### config.mk
export PLATFORM = sky130hd
export DESIGN_NAME = hazard_unit_flat
export DESIGN_NICKNAME = d
export VERILOG_FILES = /design/src/rtl/hazard_pkg.sv /design/src/rtl/hazard_unit_if.sv /design/src/rtl/hazard_unit_chk.sv /design/src/rtl/md_busy_tracker.sv /design/src/rtl/hazard_unit.sv /design/src/flat_wrapper.sv
export SDC_FILE = /design/constraint.sdc
export NUM_CORES = 1
export LEC_CHECK = 0
export CAP_MARGIN = 20
export CORE_MARGIN = 3
export CORE_UTILIZATION = 37
export CTS_CLUSTER_SIZE = 10
export DETAILED_ROUTE_END_ITERATION = 12
export PLACE_DENSITY = 0.81
export SYNTH_ARGS = -nofsm -noshare
export SYNTH_HDL_FRONTEND = slang
export SYNTH_SLANG_ARGS = --single-unit
### constraint.sdc
create_clock -name clk -period 1.5 [get_ports clk]
set_clock_uncertainty 0.15 [all_clocks]
set_input_delay 0.15 -clock clk [delete_from_list [all_inputs] [get_ports clk]]
set_output_delay 0.15 -clock clk [all_outputs]
set_load 0.05 [all_outputs]
### src/rtl/hazard_pkg.sv
// Shared types and default latencies for the MIPS pipeline hazard unit.
package hazard_pkg;

    localparam int REG_AW_DEF     = 5;
    localparam int MUL_CYCLES_DEF = 4;
    localparam int DIV_CYCLES_DEF = 32;

    typedef enum logic [1:0] {
        FWD_RF  = 2'b00,
        FWD_WB  = 2'b01,
        FWD_MEM = 2'b10
    } fwd_sel_e;

    typedef enum logic {
        MD_IDLE = 1'b0,
        MD_BUSY = 1'b1
    } md_state_e;

    // MEM-stage data is younger than WB data, so it takes priority.
    function automatic fwd_sel_e fwd_pick(input logic mem_hit, input logic wb_hit);
        fwd_sel_e sel;
        if (mem_hit) begin
            sel = FWD_MEM;
        end else if (wb_hit) begin
            sel = FWD_WB;
        end else begin
            sel = FWD_RF;
        end
        return sel;
    endfunction

endpackage

### src/rtl/hazard_unit_if.sv
// Bundle of pipeline register tags in, forward/stall controls out.
interface hazard_unit_if #(
    parameter int REG_AW = 5
);
    logic [REG_AW-1:0] rs_d;
    logic [REG_AW-1:0] rt_d;
    logic [REG_AW-1:0] rs_e;
    logic [REG_AW-1:0] rt_e;
    logic [REG_AW-1:0] write_reg_e;
    logic [REG_AW-1:0] write_reg_m;
    logic [REG_AW-1:0] write_reg_w;
    logic              reg_write_e;
    logic              reg_write_m;
    logic              reg_write_w;
    logic              mem_to_reg_e;
    logic              mem_to_reg_m;
    logic              branch_d;
    logic              md_op_d;
    logic              md_start_e;
    logic              md_is_div_e;

    logic [1:0]        forward_a_e;
    logic [1:0]        forward_b_e;
    logic              forward_a_d;
    logic              forward_b_d;
    logic              stall_f;
    logic              stall_d;
    logic              flush_e;
    logic              md_busy;

    modport master (
        output rs_d, rt_d, rs_e, rt_e, write_reg_e, write_reg_m, write_reg_w,
               reg_write_e, reg_write_m, reg_write_w, mem_to_reg_e, mem_to_reg_m,
               branch_d, md_op_d, md_start_e, md_is_div_e,
        input  forward_a_e, forward_b_e, forward_a_d, forward_b_d,
               stall_f, stall_d, flush_e, md_busy
    );

    modport slave (
        input  rs_d, rt_d, rs_e, rt_e, write_reg_e, write_reg_m, write_reg_w,
               reg_write_e, reg_write_m, reg_write_w, mem_to_reg_e, mem_to_reg_m,
               branch_d, md_op_d, md_start_e, md_is_div_e,
        output forward_a_e, forward_b_e, forward_a_d, forward_b_d,
               stall_f, stall_d, flush_e, md_busy
    );

endinterface

### src/rtl/hazard_unit_chk.sv
// Invariants of the hazard unit: no mult/div issue while busy, no 2'b11 select.
module hazard_unit_chk (
    input logic       clk,
    input logic       rst_n,
    input logic       md_start,
    input logic       md_busy,
    input logic [1:0] fwd_a,
    input logic [1:0] fwd_b
);

    a_no_issue_while_busy: assert property (
        @(posedge clk) disable iff (!rst_n) !(md_start && md_busy)
    );

    a_fwd_a_legal: assert property (
        @(posedge clk) disable iff (!rst_n) fwd_a != 2'b11
    );

    a_fwd_b_legal: assert property (
        @(posedge clk) disable iff (!rst_n) fwd_b != 2'b11
    );

endmodule

### src/rtl/md_busy_tracker.sv
// Occupancy tracker for the multi-cycle mult/div unit: busy for exactly
// MUL_CYCLES or DIV_CYCLES cycles starting the cycle after issue.
module md_busy_tracker
    import hazard_pkg::*;
#(
    parameter int MUL_CYCLES = MUL_CYCLES_DEF,
    parameter int DIV_CYCLES = DIV_CYCLES_DEF
) (
    input  logic clk,
    input  logic rst_n,
    input  logic start,
    input  logic is_div,
    output logic busy
);

    localparam int CNT_W = $clog2(DIV_CYCLES + 1);
    localparam logic [CNT_W-1:0] MUL_LOAD = CNT_W'(MUL_CYCLES - 1);
    localparam logic [CNT_W-1:0] DIV_LOAD = CNT_W'(DIV_CYCLES - 1);
    localparam logic [CNT_W-1:0] CNT_ZERO = {CNT_W{1'b0}};
    localparam logic [CNT_W-1:0] CNT_ONE  = {{(CNT_W-1){1'b0}}, 1'b1};

    md_state_e        state_q;
    md_state_e        state_d;
    logic [CNT_W-1:0] cnt_q;
    logic [CNT_W-1:0] cnt_d;

    // State and remaining-cycle counter registers.
    always_ff @(posedge clk or negedge rst_n) begin
        if (!rst_n) begin
            state_q <= MD_IDLE;
            cnt_q   <= CNT_ZERO;
        end else begin
            state_q <= state_d;
            cnt_q   <= cnt_d;
        end
    end

    // Next-state logic; a start while busy is ignored since decode stalls it.
    always_comb begin
        state_d = state_q;
        cnt_d   = cnt_q;
        case (state_q)
            MD_IDLE: begin
                if (start) begin
                    cnt_d   = is_div ? DIV_LOAD : MUL_LOAD;
                    state_d = MD_BUSY;
                end else begin
                    cnt_d   = CNT_ZERO;
                    state_d = MD_IDLE;
                end
            end
            MD_BUSY: begin
                if (cnt_q != CNT_ZERO) begin
                    cnt_d   = cnt_q - CNT_ONE;
                    state_d = MD_BUSY;
                end else begin
                    cnt_d   = CNT_ZERO;
                    state_d = MD_IDLE;
                end
            end
            default: begin
                cnt_d   = CNT_ZERO;
                state_d = MD_IDLE;
            end
        endcase
    end

    assign busy = (state_q == MD_BUSY);

endmodule

### src/rtl/hazard_unit.sv
// Forwarding selects and stall/flush control for the 5-stage MIPS core,
// including mult/div occupancy tracking.
module hazard_unit
    import hazard_pkg::*;
#(
    parameter int REG_AW     = REG_AW_DEF,
    parameter int MUL_CYCLES = MUL_CYCLES_DEF,
    parameter int DIV_CYCLES = DIV_CYCLES_DEF
) (
    input logic          clk,
    input logic          rst_n,
    hazard_unit_if.slave hz
);

    localparam logic [REG_AW-1:0] REG_ZERO = {REG_AW{1'b0}};

    fwd_sel_e fwd_a_e_s;
    fwd_sel_e fwd_b_e_s;
    logic     fwd_a_d_s;
    logic     fwd_b_d_s;
    logic     lw_stall_s;
    logic     br_stall_s;
    logic     md_stall_s;
    logic     md_busy_s;

    // A write to $0 is discarded by the register file, so it never matches.
    function automatic logic dest_hit(input logic en, input logic [REG_AW-1:0] wr,
                                      input logic [REG_AW-1:0] src);
        return en && (wr != REG_ZERO) && (wr == src);
    endfunction

    md_busy_tracker #(
        .MUL_CYCLES (MUL_CYCLES),
        .DIV_CYCLES (DIV_CYCLES)
    ) u_md_busy_tracker (
        .clk    (clk),
        .rst_n  (rst_n),
        .start  (hz.md_start_e),
        .is_div (hz.md_is_div_e),
        .busy   (md_busy_s)
    );

    // Operand forwarding for EX muxes and the decode branch comparator.
    always_comb begin
        fwd_a_e_s = fwd_pick(dest_hit(hz.reg_write_m, hz.write_reg_m, hz.rs_e),
                             dest_hit(hz.reg_write_w, hz.write_reg_w, hz.rs_e));
        fwd_b_e_s = fwd_pick(dest_hit(hz.reg_write_m, hz.write_reg_m, hz.rt_e),
                             dest_hit(hz.reg_write_w, hz.write_reg_w, hz.rt_e));
        fwd_a_d_s = dest_hit(hz.reg_write_m, hz.write_reg_m, hz.rs_d);
        fwd_b_d_s = dest_hit(hz.reg_write_m, hz.write_reg_m, hz.rt_d);
    end

    // Stall sources; a branch also waits on a load still in MEM.
    always_comb begin
        lw_stall_s = hz.mem_to_reg_e &&
                     (dest_hit(hz.reg_write_e, hz.write_reg_e, hz.rs_d) ||
                      dest_hit(hz.reg_write_e, hz.write_reg_e, hz.rt_d));
        br_stall_s = hz.branch_d &&
                     (dest_hit(hz.reg_write_e,  hz.write_reg_e, hz.rs_d) ||
                      dest_hit(hz.reg_write_e,  hz.write_reg_e, hz.rt_d) ||
                      dest_hit(hz.mem_to_reg_m, hz.write_reg_m, hz.rs_d) ||
                      dest_hit(hz.mem_to_reg_m, hz.write_reg_m, hz.rt_d));
        md_stall_s = hz.md_op_d && (md_busy_s || hz.md_start_e);
    end

    assign hz.forward_a_e = fwd_a_e_s;
    assign hz.forward_b_e = fwd_b_e_s;
    assign hz.forward_a_d = fwd_a_d_s;
    assign hz.forward_b_d = fwd_b_d_s;
    assign hz.stall_f     = lw_stall_s | br_stall_s | md_stall_s;
    assign hz.stall_d     = lw_stall_s | br_stall_s | md_stall_s;
    assign hz.flush_e     = lw_stall_s | br_stall_s | md_stall_s;
    assign hz.md_busy     = md_busy_s;

    hazard_unit_chk u_chk (
        .clk      (clk),
        .rst_n    (rst_n),
        .md_start (hz.md_start_e),
        .md_busy  (md_busy_s),
        .fwd_a    (fwd_a_e_s),
        .fwd_b    (fwd_b_e_s)
    );

endmodule

### src/flat_wrapper.sv
// flat-port wrapper written by rule: the top's interface ports become plain ports
module hazard_unit_flat import hazard_pkg::*;
#(
    parameter int REG_AW     = REG_AW_DEF,
    parameter int MUL_CYCLES = MUL_CYCLES_DEF,
    parameter int DIV_CYCLES = DIV_CYCLES_DEF
)
  (clk, rst_n, hz_rs_d, hz_rt_d, hz_rs_e, hz_rt_e, hz_write_reg_e, hz_write_reg_m, hz_write_reg_w, hz_reg_write_e, hz_reg_write_m, hz_reg_write_w, hz_mem_to_reg_e, hz_mem_to_reg_m, hz_branch_d, hz_md_op_d, hz_md_start_e, hz_md_is_div_e, hz_forward_a_e, hz_forward_b_e, hz_forward_a_d, hz_forward_b_d, hz_stall_f, hz_stall_d, hz_flush_e, hz_md_busy);
  hazard_unit_if #(.REG_AW(REG_AW)) hz_i ();
  input logic clk;
  input logic rst_n;
  input wire logic [$bits(hz_i.rs_d)-1:0] hz_rs_d;
  input wire logic [$bits(hz_i.rt_d)-1:0] hz_rt_d;
  input wire logic [$bits(hz_i.rs_e)-1:0] hz_rs_e;
  input wire logic [$bits(hz_i.rt_e)-1:0] hz_rt_e;
  input wire logic [$bits(hz_i.write_reg_e)-1:0] hz_write_reg_e;
  input wire logic [$bits(hz_i.write_reg_m)-1:0] hz_write_reg_m;
  input wire logic [$bits(hz_i.write_reg_w)-1:0] hz_write_reg_w;
  input wire logic [$bits(hz_i.reg_write_e)-1:0] hz_reg_write_e;
  input wire logic [$bits(hz_i.reg_write_m)-1:0] hz_reg_write_m;
  input wire logic [$bits(hz_i.reg_write_w)-1:0] hz_reg_write_w;
  input wire logic [$bits(hz_i.mem_to_reg_e)-1:0] hz_mem_to_reg_e;
  input wire logic [$bits(hz_i.mem_to_reg_m)-1:0] hz_mem_to_reg_m;
  input wire logic [$bits(hz_i.branch_d)-1:0] hz_branch_d;
  input wire logic [$bits(hz_i.md_op_d)-1:0] hz_md_op_d;
  input wire logic [$bits(hz_i.md_start_e)-1:0] hz_md_start_e;
  input wire logic [$bits(hz_i.md_is_div_e)-1:0] hz_md_is_div_e;
  output wire logic [$bits(hz_i.forward_a_e)-1:0] hz_forward_a_e;
  output wire logic [$bits(hz_i.forward_b_e)-1:0] hz_forward_b_e;
  output wire logic [$bits(hz_i.forward_a_d)-1:0] hz_forward_a_d;
  output wire logic [$bits(hz_i.forward_b_d)-1:0] hz_forward_b_d;
  output wire logic [$bits(hz_i.stall_f)-1:0] hz_stall_f;
  output wire logic [$bits(hz_i.stall_d)-1:0] hz_stall_d;
  output wire logic [$bits(hz_i.flush_e)-1:0] hz_flush_e;
  output wire logic [$bits(hz_i.md_busy)-1:0] hz_md_busy;
  assign hz_i.rs_d = hz_rs_d;
  assign hz_i.rt_d = hz_rt_d;
  assign hz_i.rs_e = hz_rs_e;
  assign hz_i.rt_e = hz_rt_e;
  assign hz_i.write_reg_e = hz_write_reg_e;
  assign hz_i.write_reg_m = hz_write_reg_m;
  assign hz_i.write_reg_w = hz_write_reg_w;
  assign hz_i.reg_write_e = hz_reg_write_e;
  assign hz_i.reg_write_m = hz_reg_write_m;
  assign hz_i.reg_write_w = hz_reg_write_w;
  assign hz_i.mem_to_reg_e = hz_mem_to_reg_e;
  assign hz_i.mem_to_reg_m = hz_mem_to_reg_m;
  assign hz_i.branch_d = hz_branch_d;
  assign hz_i.md_op_d = hz_md_op_d;
  assign hz_i.md_start_e = hz_md_start_e;
  assign hz_i.md_is_div_e = hz_md_is_div_e;
  assign hz_forward_a_e = hz_i.forward_a_e;
  assign hz_forward_b_e = hz_i.forward_b_e;
  assign hz_forward_a_d = hz_i.forward_a_d;
  assign hz_forward_b_d = hz_i.forward_b_d;
  assign hz_stall_f = hz_i.stall_f;
  assign hz_stall_d = hz_i.stall_d;
  assign hz_flush_e = hz_i.flush_e;
  assign hz_md_busy = hz_i.md_busy;
  hazard_unit #(.REG_AW(REG_AW), .MUL_CYCLES(MUL_CYCLES), .DIV_CYCLES(DIV_CYCLES)) u_core (.clk(clk), .rst_n(rst_n), .hz(hz_i));
endmodule
==> impl_metrics.ini, run 1 <==
[die]
rows = 17
boundaryPins = 56
initial_core_util_pct = 39.7
die_h_um = 55.4
fp.dieW_um = 55.4

[yosys]
ys_warn_count = 0
synth_area_leaders = xor2_1 23%, dfrtp_1 19%, xnor2_1 19%, buf_4 5.0%, nand3_1 3.3%
synthCells = 107
syn_area_um2 = 905
async_flop_share_pct = 100
ys_top_cells_by_count = 24 x xor2_1, 20 x xnor2_1, 7 x dfrtp_1
ys_ff_latch = 7
synth_area_leader_cell = xor2_1
ys.flop_type = dfrtp_1
synth_most_common_cell = xor2_1
yosysSeqAreaShare_pct = 19.4
synth_top_area_share_pct = 23.2
ys_types = 24
synth-edff-count = 0
syn_area_per_cell_um2 = 8.45
syn-num-nets = 155

[placement]
place_congestion = 0.804
dpl.hpwl_um = 2980
portBuffers = 55
post_dp_cell_area_mm2 = 0.00194
pre_cts_slack_ps = -747

[cts]
cts-buffers-inserted = 3
cts_num_sinks = 7
cts_max_path_buffers = 2
root_buffer = clkbuf_4
postCtsHoldBufs = 0
htreeDepth = 1

[timing]
endpoint_type = top-level output
grt_repair_worst_endpoint = hz_forward_b_e[0]

[outcome]
status = stopped before the end
error = [ERROR DPL-0038] Utilization greater than 100%, impossible to legalize
haltStage = 5_1_grt

[global_route]
grt_max_degree = 8
cell families after synthesis:
logic type	share of synthesized area, %
xor gates and xnor gates	42.6
and+or+nand+nor	21.6
AOI/OAI and AO/OA	7.33
buffers and inverters	6.36
DFF	19.4
adders and majority gates	2.77
stage by stage:
step / util (%) / setup TNS (ps) / hold WS (ps) / std cells
after floorplan: - / -2060 / -296 / 107
after global placement: 85.2 / -5440 / 268 / 221
after detailed placement: 85.2 / -5920 / 285 / 221
after CTS: 94.9 / -1060 / 20.3 / 230
what timing repair did:
| item | 4_1_cts |
|---|---|
| pin swaps | 39 |
| resized for setup | 194 |
| endpoints found under the setup margin | 9 |
| setup buffers | 7 |
==> run 2, diff against run 1 <==
CORE_UTILIZATION = 25   (was 37)
CTS_CLUSTER_SIZE = default   (was 10)
PLACE_DENSITY = default   (was 0.81)
PLACE_DENSITY_LB_ADDON = 0.15   (was default)
==> run 2 against run 1 <==
Effect of this change:
- area after synthesis unchanged
- the flow now finishes, with violations (negative setup slack)
- synthesized cell count unchanged
==> impl_metrics.ini, run 2 <==
[setup_path]
reg2reg_slack_ps = 150
crit_type = in2out
end_kind = output port
cp-start-kind = input port
cp.required_ps = 1200
cp_data_arrival_time_ps = 1370
crit_fanout = 2

[drt]
ant_nets = 0
wl_per_cell_um = 13.5
drc_errors = 0
vias = 1059
firstDrtPassIters = 4
viasPerCell = 4.38
drt_iter0_drc = 16
drt_wl_total_um = 3280

[pwr]
switching_share_pct = 40.9
combinationalPowerShare_pct = 67.3
switching_power_uw = 647
intPower_uw = 933
p_per_area_mw_per_mm2 = 722
leakagePower_uw = 0.000953
seqPwrFrac_pct = 21.9
pwr-share-clk_pct = 10.8
ir_drop_mv = 0.328

[die]
fp.dieW_um = 66.2
die_h_um = 66.2
rows = 21
core_mm2 = 0.00342
boundaryPins = 56
initial_core_util_pct = 26.5
dieArea_mm2 = 0.00438

[cts]
cts_num_sinks = 7
cts_max_path_buffers = 2
htreeDepth = 1
postCtsHoldBufs = 0
root_buffer = clkbuf_4
clkSlewWorstSetupHoldPaths_ps = 60
cts-buffers-inserted = 3
cts_tree = built
clock_latency_ps = 250

[finish]
layout_commonest_cell = buf_6
area_growth_pct = 142
final_core_util_pct = 64.1
fillers = 299
diodes = 0
regArea_um2 = 175
final_cell_mix = 27 x buf_6, 22 x buf_4, 20 x xor2_1
final_cell_count_no_fill = 242
finalNetCount = 245
largest-register = u_core.u_md_busy_tracker.cnt_q
largest_reg_flops = 6
multi_input_area_um2 = 977
drive_gt1_share_pct = 62.8

[yosys]
ys.flop_type = dfrtp_1
ys_ff_latch = 7
syn-num-nets = 155
synth-edff-count = 0
syn_area_um2 = 905
ys_types = 24
syn_area_per_cell_um2 = 8.45
ys_top_cells_by_count = 24 x xor2_1, 20 x xnor2_1, 7 x dfrtp_1
yosysSeqAreaShare_pct = 19.4
synth_area_leader_cell = xor2_1
synthCells = 107
synth_area_leaders = xor2_1 23%, dfrtp_1 19%, xnor2_1 19%, buf_4 5.0%, nand3_1 3.3%
synth_most_common_cell = xor2_1
synth_top_area_share_pct = 23.2
ys_warn_count = 0
async_flop_share_pct = 100

[timing]
min_period_ps = 1670
setup_tns_ps = -1020
finalHoldViolations = 0
relSlewSlack_pct = 76.8
rsz0062_at_grt = yes
fmax_mhz = 597
worst_pin_slew_ps = 346
setup_viol = 7
finalMaxSlewViolations = 0
setup_ws_ps = -174
post-route-period-util_pct = 112

[outcome]
status = complete, but fails checks
violations = negative setup slack

[placement]
pre_cts_slack_ps = -666
portBuffers = 55
placed_cells = 234
place_congestion = 0.819
dpl.hpwl_um = 2760

[job]
drv_cap = 0

[global_route]
grt_overflow = 0
grt_max_degree = 8
antenna_found_initial = 0
grt_usage_pct = 15.5
grt_pass1_wl_um = 5270
grt_pass1_vias = 1190

[worst_hold_path]
worstHoldPathType = in2async
run 2: cell counts after synthesis:
No cell type changed its count.
run 2: kinds of logic (layout without fill, tap and decap cells):
family          Yosys count  in the layout  share of synthesized area, %
compound gates           11             11                          7.33
xor+xnor                 44             44                          42.6
fa+ha+maj                 2              2                          2.77
buf+inv                   9             98                          6.36
flops                     7              7                          19.4
simple gates             34             34                          21.6
run 2: final cells by class:
class | count | share of cell area, %
clock buffer | 4 | 1.20
inverter | 2 | 0.343
multi-input combinational | 91 | 44.7
sequential | 7 | 8.00
tap | 46 | 2.63
timing repair buffer | 92 | 43.2
run 2: power groups by stage:
stage | clock network (uW) | logic (uW) | registers, uW
floorplan | 0 | 502 | 377
global placement | 0 | 954 | 337
detailed placement | 0 | 989 | 345
CTS | 175 | 1010 | 342
global route | 190 | 1150 | 359
finish | 171 | 1060 | 346
run 2: metrics by stage:
stage	hold slack [ps]	total power, uW	area, um^2
6_report	8.38	1580	2190
3_5_place_dp	284	1330	1920
2_1_floorplan	-296	879	1040
4_1_cts	14.7	1530	2030
5_1_grt	21.7	1700	2190
3_3_place_gp	272	1290	1920
run 2: final timing paths:
| path | from | to | cells after the start |
|---|---|---|---|
| max | hz_rt_e[4] | hz_forward_b_e[0] | 5 |
| max in group asynchronous | rst_n | u_core.u_md_busy_tracker.busy | 1 |
| min | rst_n | u_core.u_md_busy_tracker.cnt_q[5] | 1 |
| min reg2reg | u_core.u_md_busy_tracker.cnt_q[0] | u_core.u_md_busy_tracker.cnt_q[0] | 1 |
| max reg2reg | u_core.u_md_busy_tracker.cnt_q[0] | u_core.u_md_busy_tracker.cnt_q[4] | 5 |
| min in group clk | u_core.u_md_busy_tracker.cnt_q[0] | u_core.u_md_busy_tracker.cnt_q[0] | 1 |
run 2: critical path, cell delays in order:
cell	delay (ps)
buf_6	90
xor2_1	140
or4_4	540
nor4_4	270
buf_12	180
run 2: what timing repair did:
action / CTS / global route
gates resized for setup: 160 / 44
pin swaps: 34 / 22
hold endpoints to repair: 0 / 0
setup buffers: 4 / 1
cloned: 0 / 0
setup endpoints to repair: 9 / 10
run 2: per-layer routing:
metal / global-route usage [%] / part of all wire (%)
met1: 17.9 / 38
met2: 29.6 / 57
met3: 1.70 / 4.6
met4: 3.81 / 0.52
met5: 0 / 0
(Power assumes the default switching activity.)
